===== src/rtl/com_bus_arbiter_4.sv =====
// rtl/com_bus_arbiter_4.sv - four-core common-bus arbiter with round-robin proc/snoop grants
// A snoop grant may nest inside a live processor grant; every tenure ends with one all-idle RELEASE cycle.
module com_bus_arbiter_4 #(
  parameter int unsigned MAX_HOLD = 64
) (
  input  logic       clk,
  input  logic       rst,
  input  logic [3:0] Com_Bus_Req_proc,
  input  logic [3:0] Com_Bus_Req_snoop,
  output logic [3:0] Com_Bus_Gnt_proc,
  output logic [3:0] Com_Bus_Gnt_snoop,
  output logic       Bus_busy,
  output logic [1:0] Gnt_owner,
  output logic       Hold_timeout
);

  typedef enum logic [2:0] {
    IDLE      = 3'd0,
    GNT_PROC  = 3'd1,
    GNT_SNOOP = 3'd2,
    GNT_NEST  = 3'd3,
    RELEASE   = 3'd4
  } state_t;

  localparam logic [7:0] L_MAX_HOLD = 8'(MAX_HOLD);

  state_t     r_state, w_state_nxt;
  logic [3:0] r_gnt_proc, w_gnt_proc_nxt;
  logic [3:0] r_gnt_snoop, w_gnt_snoop_nxt;
  logic [1:0] r_owner, w_owner_nxt;
  logic [1:0] r_snoop_idx, w_snoop_idx_nxt;
  logic [1:0] r_rr, w_rr_nxt;
  logic       r_nested, w_nested_nxt;
  logic [7:0] r_hold, w_hold_nxt;
  logic       r_timeout, w_timeout_nxt;
  logic       r_busy;
  logic       w_new_proc;
  logic [2:0] w_pick_proc, w_pick_snoop, w_pick_nest;
  logic       w_own_req, w_snp_req;

  // Returns {found, index}; search order rr+1, rr+2, rr+3, rr, so the
  // highest-priority candidate is written last and wins.
  function automatic logic [2:0] rr_pick(input logic [3:0] req, input logic [1:0] rr);
    logic [2:0] res;
    logic [1:0] idx;
    res = 3'b000;
    for (int k = 4; k >= 1; k--) begin
      idx = rr + 2'(k);
      if (req[idx]) res = {1'b1, idx};
    end
    return res;
  endfunction

  always_comb begin
    w_pick_proc  = rr_pick(Com_Bus_Req_proc, r_rr);
    w_pick_snoop = rr_pick(Com_Bus_Req_snoop, r_rr);
    w_pick_nest  = rr_pick(Com_Bus_Req_snoop & ~(4'b0001 << r_owner), r_rr);
    w_own_req    = Com_Bus_Req_proc[r_owner];
    w_snp_req    = Com_Bus_Req_snoop[r_snoop_idx];
  end

  always_comb begin
    w_state_nxt     = r_state;
    w_gnt_proc_nxt  = r_gnt_proc;
    w_gnt_snoop_nxt = r_gnt_snoop;
    w_owner_nxt     = r_owner;
    w_snoop_idx_nxt = r_snoop_idx;
    w_rr_nxt        = r_rr;
    w_nested_nxt    = r_nested;
    w_new_proc      = 1'b0;
    case (r_state)
      IDLE: begin
        if (w_pick_snoop[2]) begin
          w_state_nxt     = GNT_SNOOP;
          w_gnt_snoop_nxt = 4'b0001 << w_pick_snoop[1:0];
          w_snoop_idx_nxt = w_pick_snoop[1:0];
          w_nested_nxt    = 1'b0;
        end else if (w_pick_proc[2]) begin
          w_state_nxt    = GNT_PROC;
          w_gnt_proc_nxt = 4'b0001 << w_pick_proc[1:0];
          w_owner_nxt    = w_pick_proc[1:0];
          w_new_proc     = 1'b1;
        end
      end
      GNT_PROC: begin
        if (!w_own_req) begin
          w_state_nxt    = RELEASE;
          w_gnt_proc_nxt = 4'b0000;
          w_rr_nxt       = r_owner;
        end else if (w_pick_nest[2]) begin
          w_state_nxt     = GNT_NEST;
          w_gnt_snoop_nxt = 4'b0001 << w_pick_nest[1:0];
          w_snoop_idx_nxt = w_pick_nest[1:0];
        end
      end
      GNT_NEST: begin
        if (!w_own_req && !w_snp_req) begin
          w_state_nxt     = RELEASE;
          w_gnt_proc_nxt  = 4'b0000;
          w_gnt_snoop_nxt = 4'b0000;
          w_rr_nxt        = r_owner;
        end else if (!w_snp_req) begin
          w_state_nxt     = GNT_PROC;
          w_gnt_snoop_nxt = 4'b0000;
        end else if (!w_own_req) begin
          // Snoop tenure continues alone; remember the proc owner for rr.
          w_state_nxt    = GNT_SNOOP;
          w_gnt_proc_nxt = 4'b0000;
          w_nested_nxt   = 1'b1;
        end
      end
      GNT_SNOOP: begin
        if (!w_snp_req) begin
          w_state_nxt     = RELEASE;
          w_gnt_snoop_nxt = 4'b0000;
          w_rr_nxt        = r_nested ? r_owner : r_snoop_idx;
        end
      end
      RELEASE: begin
        w_state_nxt     = IDLE;
        w_gnt_proc_nxt  = 4'b0000;
        w_gnt_snoop_nxt = 4'b0000;
        w_nested_nxt    = 1'b0;
      end
      default: begin
        w_state_nxt     = IDLE;
        w_gnt_proc_nxt  = 4'b0000;
        w_gnt_snoop_nxt = 4'b0000;
      end
    endcase
  end

  // r_hold equals the number of grant cycles seen so far, including the current one.
  always_comb begin
    w_hold_nxt = r_hold;
    if (w_new_proc) begin
      w_hold_nxt = 8'd1;
    end else if ((|w_gnt_proc_nxt) && (r_hold < L_MAX_HOLD)) begin
      w_hold_nxt = r_hold + 8'd1;
    end
    w_timeout_nxt = (|w_gnt_proc_nxt) && (w_hold_nxt == L_MAX_HOLD) && (r_hold != L_MAX_HOLD);
  end

  always_ff @(posedge clk or posedge rst) begin
    if (rst) begin
      r_state     <= IDLE;
      r_gnt_proc  <= 4'b0000;
      r_gnt_snoop <= 4'b0000;
      r_owner     <= 2'd0;
      r_snoop_idx <= 2'd0;
      r_rr        <= 2'd3;
      r_nested    <= 1'b0;
      r_hold      <= 8'd0;
      r_timeout   <= 1'b0;
      r_busy      <= 1'b0;
    end else begin
      r_state     <= w_state_nxt;
      r_gnt_proc  <= w_gnt_proc_nxt;
      r_gnt_snoop <= w_gnt_snoop_nxt;
      r_owner     <= w_owner_nxt;
      r_snoop_idx <= w_snoop_idx_nxt;
      r_rr        <= w_rr_nxt;
      r_nested    <= w_nested_nxt;
      r_hold      <= w_hold_nxt;
      r_timeout   <= w_timeout_nxt;
      r_busy      <= (|w_gnt_proc_nxt) || (|w_gnt_snoop_nxt);
    end
  end

  assign Com_Bus_Gnt_proc  = r_gnt_proc;
  assign Com_Bus_Gnt_snoop = r_gnt_snoop;
  assign Bus_busy          = r_busy;
  assign Gnt_owner         = r_owner;
  assign Hold_timeout      = r_timeout;

endmodule


===== config.mk =====
export PLATFORM = sky130hd
export DESIGN_NAME = com_bus_arbiter_4
export DESIGN_NICKNAME = d
export VERILOG_FILES = /design/src/rtl/com_bus_arbiter_4.sv
export SDC_FILE = /design/constraint.sdc
export NUM_CORES = 1
export LEC_CHECK = 0
export ABC_AREA = 1
export CAP_MARGIN = 20
export CORE_MARGIN = 8
export CORE_UTILIZATION = 30
export CTS_CLUSTER_SIZE = 14
export DETAILED_ROUTE_END_ITERATION = 10
export DONT_BUFFER_PORTS = 1
export MAX_ROUTING_LAYER = met4
export SYNTH_ARGS = -nofsm -noshare
export SYNTH_HDL_FRONTEND = slang
export SYNTH_SLANG_ARGS = --single-unit

===== constraint.sdc =====
create_clock -name clk -period 2.2 [get_ports clk]
set_input_delay 0.44 -clock clk [delete_from_list [all_inputs] [get_ports clk]]
set_output_delay 0.44 -clock clk [all_outputs]
set_load 0.02 [all_outputs]

After elaboration in Yosys (flattened, before gate mapping)
Index checks and enable logic that the tools add are counted.

cells by class
  mux-type cells = 80
  equal/unequal tests = 18
  shifts and indexed selects = 4
  $lt $le $gt $ge = 7
  bitwise operators = 3
  reductions and logical operators = 18
  add/sub/neg operators = 4

operator list
  cell                   count
  $mux W3                20
  $mux W4                10
  $pmux W4 S4            2
  $bmux W1 S2            14
  $mux W1                21
  $lt A2 B3 Y1 const B   6
  $ne A2 B2 Y1 const B   9
  $mux W8                2
  $shl A1 B2 Y4 const A  4
  $mux W2                7
  $pmux W3 S4            1
  $reduce_and A4 Y1      3
  $add A8 B1 Y8 const B  1
  $eq A8 B7 Y1 const B   1
  $lt A8 B7 Y1 const B   1
  $ne A8 B7 Y1 const B   1
  $reduce_or A4 Y1       2
  $eq A3 B2 Y1 const B   2
  $ne A3 B3 Y1 const B   2
  $pmux W2 S3            1
  $reduce_bool A3 Y1     2
  $reduce_and A5 Y1      1
  $add A2 B2 Y2 const B  2
  $and A4 B4 Y4          1
  14 further kinds       18

storage, ports and cells
  flip-flop bits (word level) = 28

Longest topological paths before layout
  depth in word-level cells = 17
  gate-level depth with buffers = 23
  mapped depth without buffers = 22

Worst setup path after synthesis
OpenSTA, ideal clock, no wires.

  kind = register to register
  start = register r_owner[1] (netlist: Gnt_owner[1])
  end = register r_timeout (netlist: Hold_timeout)
  arrival time = 2.181 ns
  stages on the path, launching flop included = 18
  path slack = -0.052 ns
  buffers on the path = 1
  library setup time = 0.071 ns
  required time = 2.129 ns
  path through = dfrtp_1 > buf_2 > nand2_1 > nor2_1 > a31oi_1 > nand2_1 > inv_1 > o31ai_1 > nand2_1 > nand2_2 > nor2_4 > nand2_4 > nand2_4 > nor2_1 > nand2_1 > nand3_1 > nand3_1 > nor2_1

between the ends
  cells in the longest elaborated chain, start to end = 13
  elaborated cells between the ends (all ways) = 15
  classes of those cells = eq/ne (1); mux (8); reduce/logical (6)

RTL lines
  item                                                   line      RTL
  start: declaration                                     30        logic [1:0] r_owner, w_owner_nxt;
  start signal: assignment                               160       r_owner <= w_owner_nxt;
  $bmux W1 S2 *                                          58        w_own_req = Com_Bus_Req_proc[r_owner];
  $mux W1 (implied by the code) *                        58
  $mux W4 / $logic_not A1 Y1 (equally long branches)     -
  $mux W4 / $logic_and A1 B1 Y1 (equally long branches)  102, 97
  $mux W4                                                97        if (!w_own_req && !w_snp_req) begin
  $pmux W4 S4 *                                          71        case (r_state)
  net w_gnt_proc_nxt[2]                                  28        logic [3:0] r_gnt_proc, w_gnt_proc_nxt;
  $reduce_or A4 Y1 *                                     138, 141
  $logic_and A1 B1 Y1                                    138       end else if ((|w_gnt_proc_nxt) && (r_hold < L_MAX_HOLD)) begin
  $mux W8                                                138
  $mux W8                                                136       if (w_new_proc) begin
  $eq A8 B7 Y1                                           141       w_timeout_nxt = (|w_gnt_proc_nxt) && (w_hold_nxt == L_MAX_HOLD) && (r_hold != L_MAX_HOLD);
  $logic_and A1 B1 Y1 * (2 in series)                    141
  net w_timeout_nxt                                      35        logic r_timeout, w_timeout_nxt;
  end signal: assignment                                 165       r_timeout <= w_timeout_nxt;
  end: declaration                                       35

Mark *: on every way through the listed nets, which the timed path passes. The rest lies on a longest branch. The select of a mux whose other input is x is not followed.
A chain may end at the register's enable or synchronous reset.

Worst setup path after layout
  start = register r_rr[0]
  end = register r_hold[1]

between the ends
  cells in the longest elaborated chain, start to end = 14
  elaborated cells between the ends (all ways) = 38
  classes of those cells = add/sub (3); shift (1); mux (32); reduce/logical (2)

RTL lines
  item                                                             line    RTL
  start: declaration                                               32      logic [1:0] r_rr, w_rr_nxt;
  start signal: assignment                                         162     r_rr <= w_rr_nxt;
  $add A2 B2 Y2 / $bmux W1 S2 (equally long branches)              48, 49
  $bmux W1 S2 / $mux W1 (equally long branches)                    49      if (req[idx]) res = {1'b1, idx};
  $mux W1 (implied by the code) / $mux W3 (equally long branches)  49
  $mux W3 (3 in series)                                            49
  $shl A1 B2 Y4                                                    80      w_gnt_proc_nxt = 4'b0001 << w_pick_proc[1:0];
  $mux W4                                                          78      end else if (w_pick_proc[2]) begin
  $mux W4 *                                                        73      if (w_pick_snoop[2]) begin
  $pmux W4 S4 *                                                    71
  net w_gnt_proc_nxt[2]                                            28
  $reduce_or A4 Y1 *                                               138
  $logic_and A1 B1 Y1 *                                            138
  $mux W8 *                                                        138
  $mux W8 *                                                        136
  net w_hold_nxt[1]                                                34      logic [7:0] r_hold, w_hold_nxt;
  end signal: assignment                                           164     r_hold <= w_hold_nxt;
  end: declaration                                                 34

Marks and branches as above.

==> results.py <==
metrics = {
    "placed_design": {
        "portBuffers": 0,
        "dp_hpwl_mm": 4.81,
        "gp_congestion": 0.904,
        "dpl_cell_area_mm2": 0.00275,
    },
    "timing": {
        "finalMaxSlewViolations": 0,
        "fin_crit_ns": 2.47,
        "max_freq_mhz": 405,
        "finalCritPeriodShare": 1.12,
        "worstMarginPinSlew_ns": 0.555,
        "skew_ns": 0.00146,
        "slew_headroom": 0.629,
        "fin_setup_tns_ns": -1.69,
        "hold_violations": 0,
        "rsz0062_at_grt": "true",
        "setup_violations": 12,
        "postLayoutSetupSlackWorst_ns": -0.271,
    },
    "cells_and_area": {
        "syn_to_final_growth_pct": 35.8,
        "diodes": 0,
        "drive_above_1_share": 0.401,
        "fin_area_mm2": 0.00315,
        "nets": 420,
    },
    "global_routing": {
        "grt_util_all_layers": 0.114,
        "antenna_found_initial": 0,
        "grt_max_degree": 20,
        "grt_pass1_vias": 2292,
        "grtUsageMet3": 0.0273,
        "grt_pass1_wl_mm": 10.3,
        "use_met1": 0.136,
        "grt-ovfl-total": 0,
        "gr-usage-met2": 0.195,
        "grt.busiest_layer": "met2",
    },
    "drt": {
        "wl_per_cell_um": 12.4,
        "wl_mm": 6.29,
        "firstDrtPassIters": 4,
        "drt_iter0_markers": 95,
        "avgViaCountPerCell": 4.76,
        "antenna_left": 0,
        "drc": 0,
        "vias": 2419,
    },
    "clock_tree": {
        "clkTransAtPathRegs_ns": 0.09,
        "cts_hold_buf": 0,
        "cts-root-buf": "clkbuf_8",
        "htreeDepth": 1,
        "cts_buffer_depth": 2,
        "numCtsBuffers": 3,
        "tritoncts": "done",
        "cts.sinks": 28,
        "clk_latency_ns": 0.27,
    },
    "yosys": {
        "synthMuxAreaShare": 0,
        "synthCells": 350,
        "synth_area_mm2": 0.00232,
        "synthSimpleGateAreaFrac": 0.386,
        "synth_xor_area_frac": 0.00377,
        "synth_compound_area_frac": 0.174,
        "ys_seq_elements": 28,
        "synth_adder_area_share": 0.0108,
        "ys_seq_area_frac": 0.303,
        "yosys_warnings": 0,
        "syn_area_per_cell_um2": 6.63,
        "yosysUniqueCellTypes": 39,
        "synth_top_family_by_area": "simple AND/OR/NAND/NOR gates",
        "syn-num-nets": 362,
    },
    "die": {
        "die_area_mm2": 0.0108,
        "start_util": 0.305,
        "die_h_um": 104,
        "die_w_um": 104,
        "core_area_mm2": 0.00761,
        "ioPinCount": 22,
        "num_rows": 32,
    },
    "critical_path": {
        "critPathKind": "reg -> reg",
        "crit_top_cell": "buf_4",
        "crit_family": "simple AND/OR/NAND/NOR gates",
        "path_cells": "buf_2 > o21ai_1 > nor2_2 > nand3_4 > buf_4 > nor2_4 > nand2_4 > nand2_1 > o211ai_2 > nand2_2 > nor2_4 > nand2_4 > nand2_8 > nand2_2 > nand3_2 > buf_4 > buf_4 > inv_1",
        "end_kind": "flip-flop",
        "cp_slowest_cell": "dfstp_2",
        "cp-start-kind": "flip-flop",
        "required_ns": 2.42,
        "r2r_end": "r_hold[1]$_DFF_PP0_",
        "reg2reg_setup_slack_ns": -0.27,
        "r2r_cells": 18,
        "max_stage_delay_ns": 0.56,
        "critical_path_arrival_ns": 2.69,
        "crit_buf_inv": 5,
        "critPathMaxFanout": 7,
        "r2r-start": "r_rr[0]$_DFFE_PP1P_",
    },
    "status": {
        "violations": "setup timing",
        "outcome": "finished with violations",
    },
    "pwr": {
        "power.density_mw_per_mm2": 1720,
        "p_leak_nw": 1.58,
        "peakVddDrop_mv": 0.550,
    },
    "run": {
        "maxCapViolations": 0,
    },
    "hold_path": {
        "hold_path.class": "in -> async",
    },
}
-- final cells by class --
class	instances	area, um2
Tap cell	102	128
Multi-Input combinational cell	255	1570
Timing Repair Buffer	59	469
Clock buffer	3	41.3
Inverter	61	238
Sequential cell	28	703
Fill cell	784	4450
-- state kept, by name, indices dropped and copies added (netlist names) --
| register | count |
|---|---|
| Bus_busy | 1 |
| Com_Bus_Gnt_proc | 4 |
| Com_Bus_Gnt_snoop | 4 |
| Gnt_owner | 2 |
| Hold_timeout | 1 |
| r_hold | 8 |
| r_nested | 1 |
| r_rr | 2 |
| r_snoop_idx | 2 |
| r_state | 3 |
-- synthesized netlist by cell type (all sizes together) --
cell	instances	area share
or2	3	0.0081
a311oi	1	0.0038
o211ai	9	0.033
nor3	4	0.0086
a22oi	1	0.0032
o21bai	1	0.0032
o22ai	1	0.0027
nor4	2	0.0054
dfrtp	26	0.28
inv	59	0.095
a32oi	2	0.0075
ha	2	0.011
clkinv	2	0.0032
a31oi	2	0.0054
nor2	36	0.073
buf	6	0.024
o31ai	1	0.0032
nand2	107	0.20
dfstp	2	0.023
a21oi	13	0.039
nand4	2	0.0054
o21ai	31	0.068
and2	1	0.0038
xor2	1	0.0038
nand3	34	0.085
a2111oi	1	0.0038
-- per-stage QoR --
stage | power (mW) | hold WS, ns | instances | util | worst slack (ns)
after global routing | 5.97 | 0.0345 | 508 | 0.414 | -0.490
after detailed placement | 4.29 | 0.345 | 490 | 0.361 | -0.249
after CTS | 4.77 | 0.0284 | 498 | 0.378 | -0.201
final | 5.43 | 0.0208 | 508 | 0.414 | -0.271
after global placement | 4.26 | 0.336 | 490 | 0.361 | -0.188
after floorplan | 3.20 | 0.504 | 350 | - | -0.0307
-- cell families after synthesis --
kind of cell	count (synthesis)
simple gates	189
buf+inv	67
compound gates	63
flops	28
fa+ha+maj	2
xor+xnor	1
-- how the worst max path moves through the flow --
stage	cells after the start	end	from
floorplan	17	Hold_timeout$_DFF_PP0_	r_rr[0]$_DFFE_PP1P_
global route	18	Hold_timeout$_DFF_PP0_	r_rr[0]$_DFFE_PP1P_
global placement	15	Bus_busy$_DFF_PP0_	r_rr[0]$_DFFE_PP1P_
finish	18	r_hold[1]$_DFF_PP0_	r_rr[0]$_DFFE_PP1P_
CTS	22	Hold_timeout$_DFF_PP0_	r_rr[0]$_DFFE_PP1P_
detailed placement	19	Hold_timeout$_DFF_PP0_	r_rr[0]$_DFFE_PP1P_
-- worst register-to-register path, stage by stage, from the launching register on --
cell and delay, ns:
dfstp_2 0.56, buf_2 0.14, o21ai_1 0.10, nor2_2 0.19, nand3_4 0.12, buf_4 0.16, nor2_4 0.10, nand2_4 0.07
nand2_1 0.07, o211ai_2 0.09, nand2_2 0.10, nor2_4 0.05, nand2_4 0.10, nand2_8 0.09, nand2_2 0.09, nand3_2 0.08
buf_4 0.14, buf_4 0.12, inv_1 0.05
-- per-layer routing --
metal / part of all wire / vias up
met5: 0 / -
met4: 0.0092 / 0
met3: 0.049 / 10
met2: 0.50 / 46
met1: 0.45 / 1118
li1: - / 1245
-- cells in the final DEF (no fill, tap or decap), types with 7 or more instances in the layout --
cell type and instances:
nand2_1 64, buf_4 55, inv_1 50, nand2_2 35, dfrtp_1 26, nor2_1 25, nand3_1 22, o21ai_0 14
nand3_2 11, a21oi_1 9, o21ai_2 8, inv_2 7, o21ai_1 7, nor2_2 7, o211ai_1 7, nand2_4 7
-- power by group --
part | leakage, nW | switching [mW] | total, mW | internal (mW)
registers | 0.359 | 0.265 | 0.995 | 0.730
clock network | 0.0216 | 0.161 | 0.284 | 0.123
logic | 1.20 | 2.37 | 4.15 | 1.79
-- repair_timing --
item,4_1_cts,5_1_grt
buffers inserted,5,10
pin swaps,10,16
resized for setup,15,64
setup endpoints to repair,16,17
No activity file was read; power rests on OpenSTA's default activity.
==> variant: new RTL, same settings <==
`r_hold` no longer has a reset.
--- a/src/rtl/com_bus_arbiter_4.sv
+++ b/src/rtl/com_bus_arbiter_4.sv
@@ -150,7 +150,6 @@
       r_snoop_idx <= 2'd0;
       r_rr        <= 2'd3;
       r_nested    <= 1'b0;
-      r_hold      <= 8'd0;
       r_timeout   <= 1'b0;
       r_busy      <= 1'b0;
     end else begin
@@ -161,10 +160,13 @@
       r_snoop_idx <= w_snoop_idx_nxt;
       r_rr        <= w_rr_nxt;
       r_nested    <= w_nested_nxt;
-      r_hold      <= w_hold_nxt;
       r_timeout   <= w_timeout_nxt;
       r_busy      <= (|w_gnt_proc_nxt) || (|w_gnt_snoop_nxt);
     end
+  end
+
+  always_ff @(posedge clk) begin
+    r_hold <= w_hold_nxt;
   end
 
   assign Com_Bus_Gnt_proc  = r_gnt_proc;
Check against the original RTL: no difference found for any inputs over 4 cycles, from zero or initial values and one cycle with rst high; that may be too few to reach the edited logic, so the function may still have changed.
==> variant against the original RTL <==
The run still ends with negative setup slack left; design area fell by 2.0%; area after synthesis fell by 1.7%; total power down 1.6%; critical path depth grew 2; via count shrank 0.87%; setup slack improved by 32 ps; routed wire length down 2.8%; clock power rose by 29%; combinational power is 4% lower; sequential cell count stayed put; synthesized cell count stayed put; first-iteration DRC count is 37% lower; utilization is 0.62 points lower; critical endpoint is now Hold_timeout.
==> variant: results (changes against the original RTL) <==
* Commonest cells in the netlist: nand2_1 (89), inv_1 (53), nand3_1 (30), nor2_1 (30), o21ai_0 (23)
* Post-synthesis average cell area at 6.52 µm² (-1.7%)
* Met2 Use GR at 0.212 (+0.0171)
* Crit path largest cell delay at 590 ps (+30 ps)
* Post-CTS Setup Bufs at 10 (+5)
* Hpwl dp at 4720 µm (-1.9%)
* Number of signal-net buffers in the layout at 60 (+1.7%)
* Initial DRC count at 60 (-37%)
* Routed wire length at 6110 µm (-2.8%)
* Max FO, Critical Path at 8 (+1)
* Via count at 2398 (-0.87%)
* Peak supply drop at 0.565 mV (+2.6%)
* XOR/XNOR Fraction of Synth Area at 0.00384 (+0.0000662)
* Nets@finish at 421 (+0.24%)
* Total GRT Usage at 0.122 (+0.00775)
* Fraction of the mapped netlist area in compound gates at 0.177 (+0.00305)
* Fillers at 779 (-0.64%)
* Status: complete, but fails checks
* Met3 Wirelength at 388 µm (+25%)
* Worst Skew at 3.51 ps (+2.04 ps)
* Cells after DPL at 493 (+0.61%)
* Setup TNS at -1450 ps (+247 ps)
* Reg area at 663 µm² (-5.7%)
* Worst EP arrival at 2660 ps (-30 ps)
* Pin count of the biggest net entering global routing at 21 (+5.0%)
* Proportion of layout cells with a drive suffix above 1 at 0.387 (-0.0142)
* Metal-1 WL at 2670 µm (-4.9%)
* First-pass GRT wire length at 10300 µm (-0.26%)
* Met2 WL post-DR at 3000 µm (-3.7%)
* DR vias/cell at 4.70 (-1.3%)
* Non-clock buffer share at 0.151 (+0.00226)
* Seq area share at 0.215 (-0.00835)
* Area contributors post-synth: dfrtp_1 (20%), nand2_1 (15%), inv_1 (8.7%)
* Yosys cell types at 40 (+2.6%)
* Slew at the pin with the worst max-slew slack at 547 ps (-7.94 ps)
* Die span in x at 103 µm (-0.73%)
* Post-placement cell area at 2730 µm² (-0.64%)
* GR Layer Usage met3 at 0.0361 (+0.00888)
* Area of the multi-input gates at 1530 µm² (-2.9%)
* Failing checks: negative setup slack
* Post_cts resized at 28 (+13)
* Async S/R FF share, synth at 0.714 (-0.286)
* Sequential element share of the synthesized area at 0.291 (-0.0122)
* Worst slack, placed at -259 ps (-9.59 ps)
* Clkbuf count at 4 (+1)
* Final setup viols at 13 (+1)
* Worst setup margin at -238 ps (+32.4 ps)
* GP Congestion at 0.890 (-1.5%)
* Vias in the first global route at 2315 (+1.0%)
* Met1 usage at 0.139 (+0.00257)
[variant: cell count changes after synthesis]
cell | before | now
dfxtp_1 | 0 | 8
dfrtp_1 | 26 | 18
[variant: power by group]
| group | switching [mW] | internal, mW | total, mW |
|---|---|---|---|
| clock network | 0.168 | 0.198 | 0.366 |
| registers | 0.263 | 0.732 | 0.995 |
| logic | 2.30 | 1.68 | 3.98 |
| total | 2.73 | 2.61 | 5.35 |
[variant: path summary, 6_finish.rpt]
check                           from      endpoint  slack [ps]  cells after the start
setup / recovery             r_rr[0]  Hold_timeout        -240                     20
hold / removal                   rst  Hold_timeout          70                      2
setup reg to reg             r_rr[0]  Hold_timeout        -240                     20
hold reg to reg            r_hold[7]     r_hold[7]         480                      2
max in group asynchronous        rst       r_rr[0]        1850                      2
min in group clk           r_hold[7]     r_hold[7]         480                      2
[variant: critical path: cells and delay by family, from the launching register on]
kind | cells | cell delay, ps
AOI/OAI and AO/OA | 1 | 160
DFF | 1 | 590
and+or+nand+nor | 16 | 1280
buffers and inverters | 3 | 340
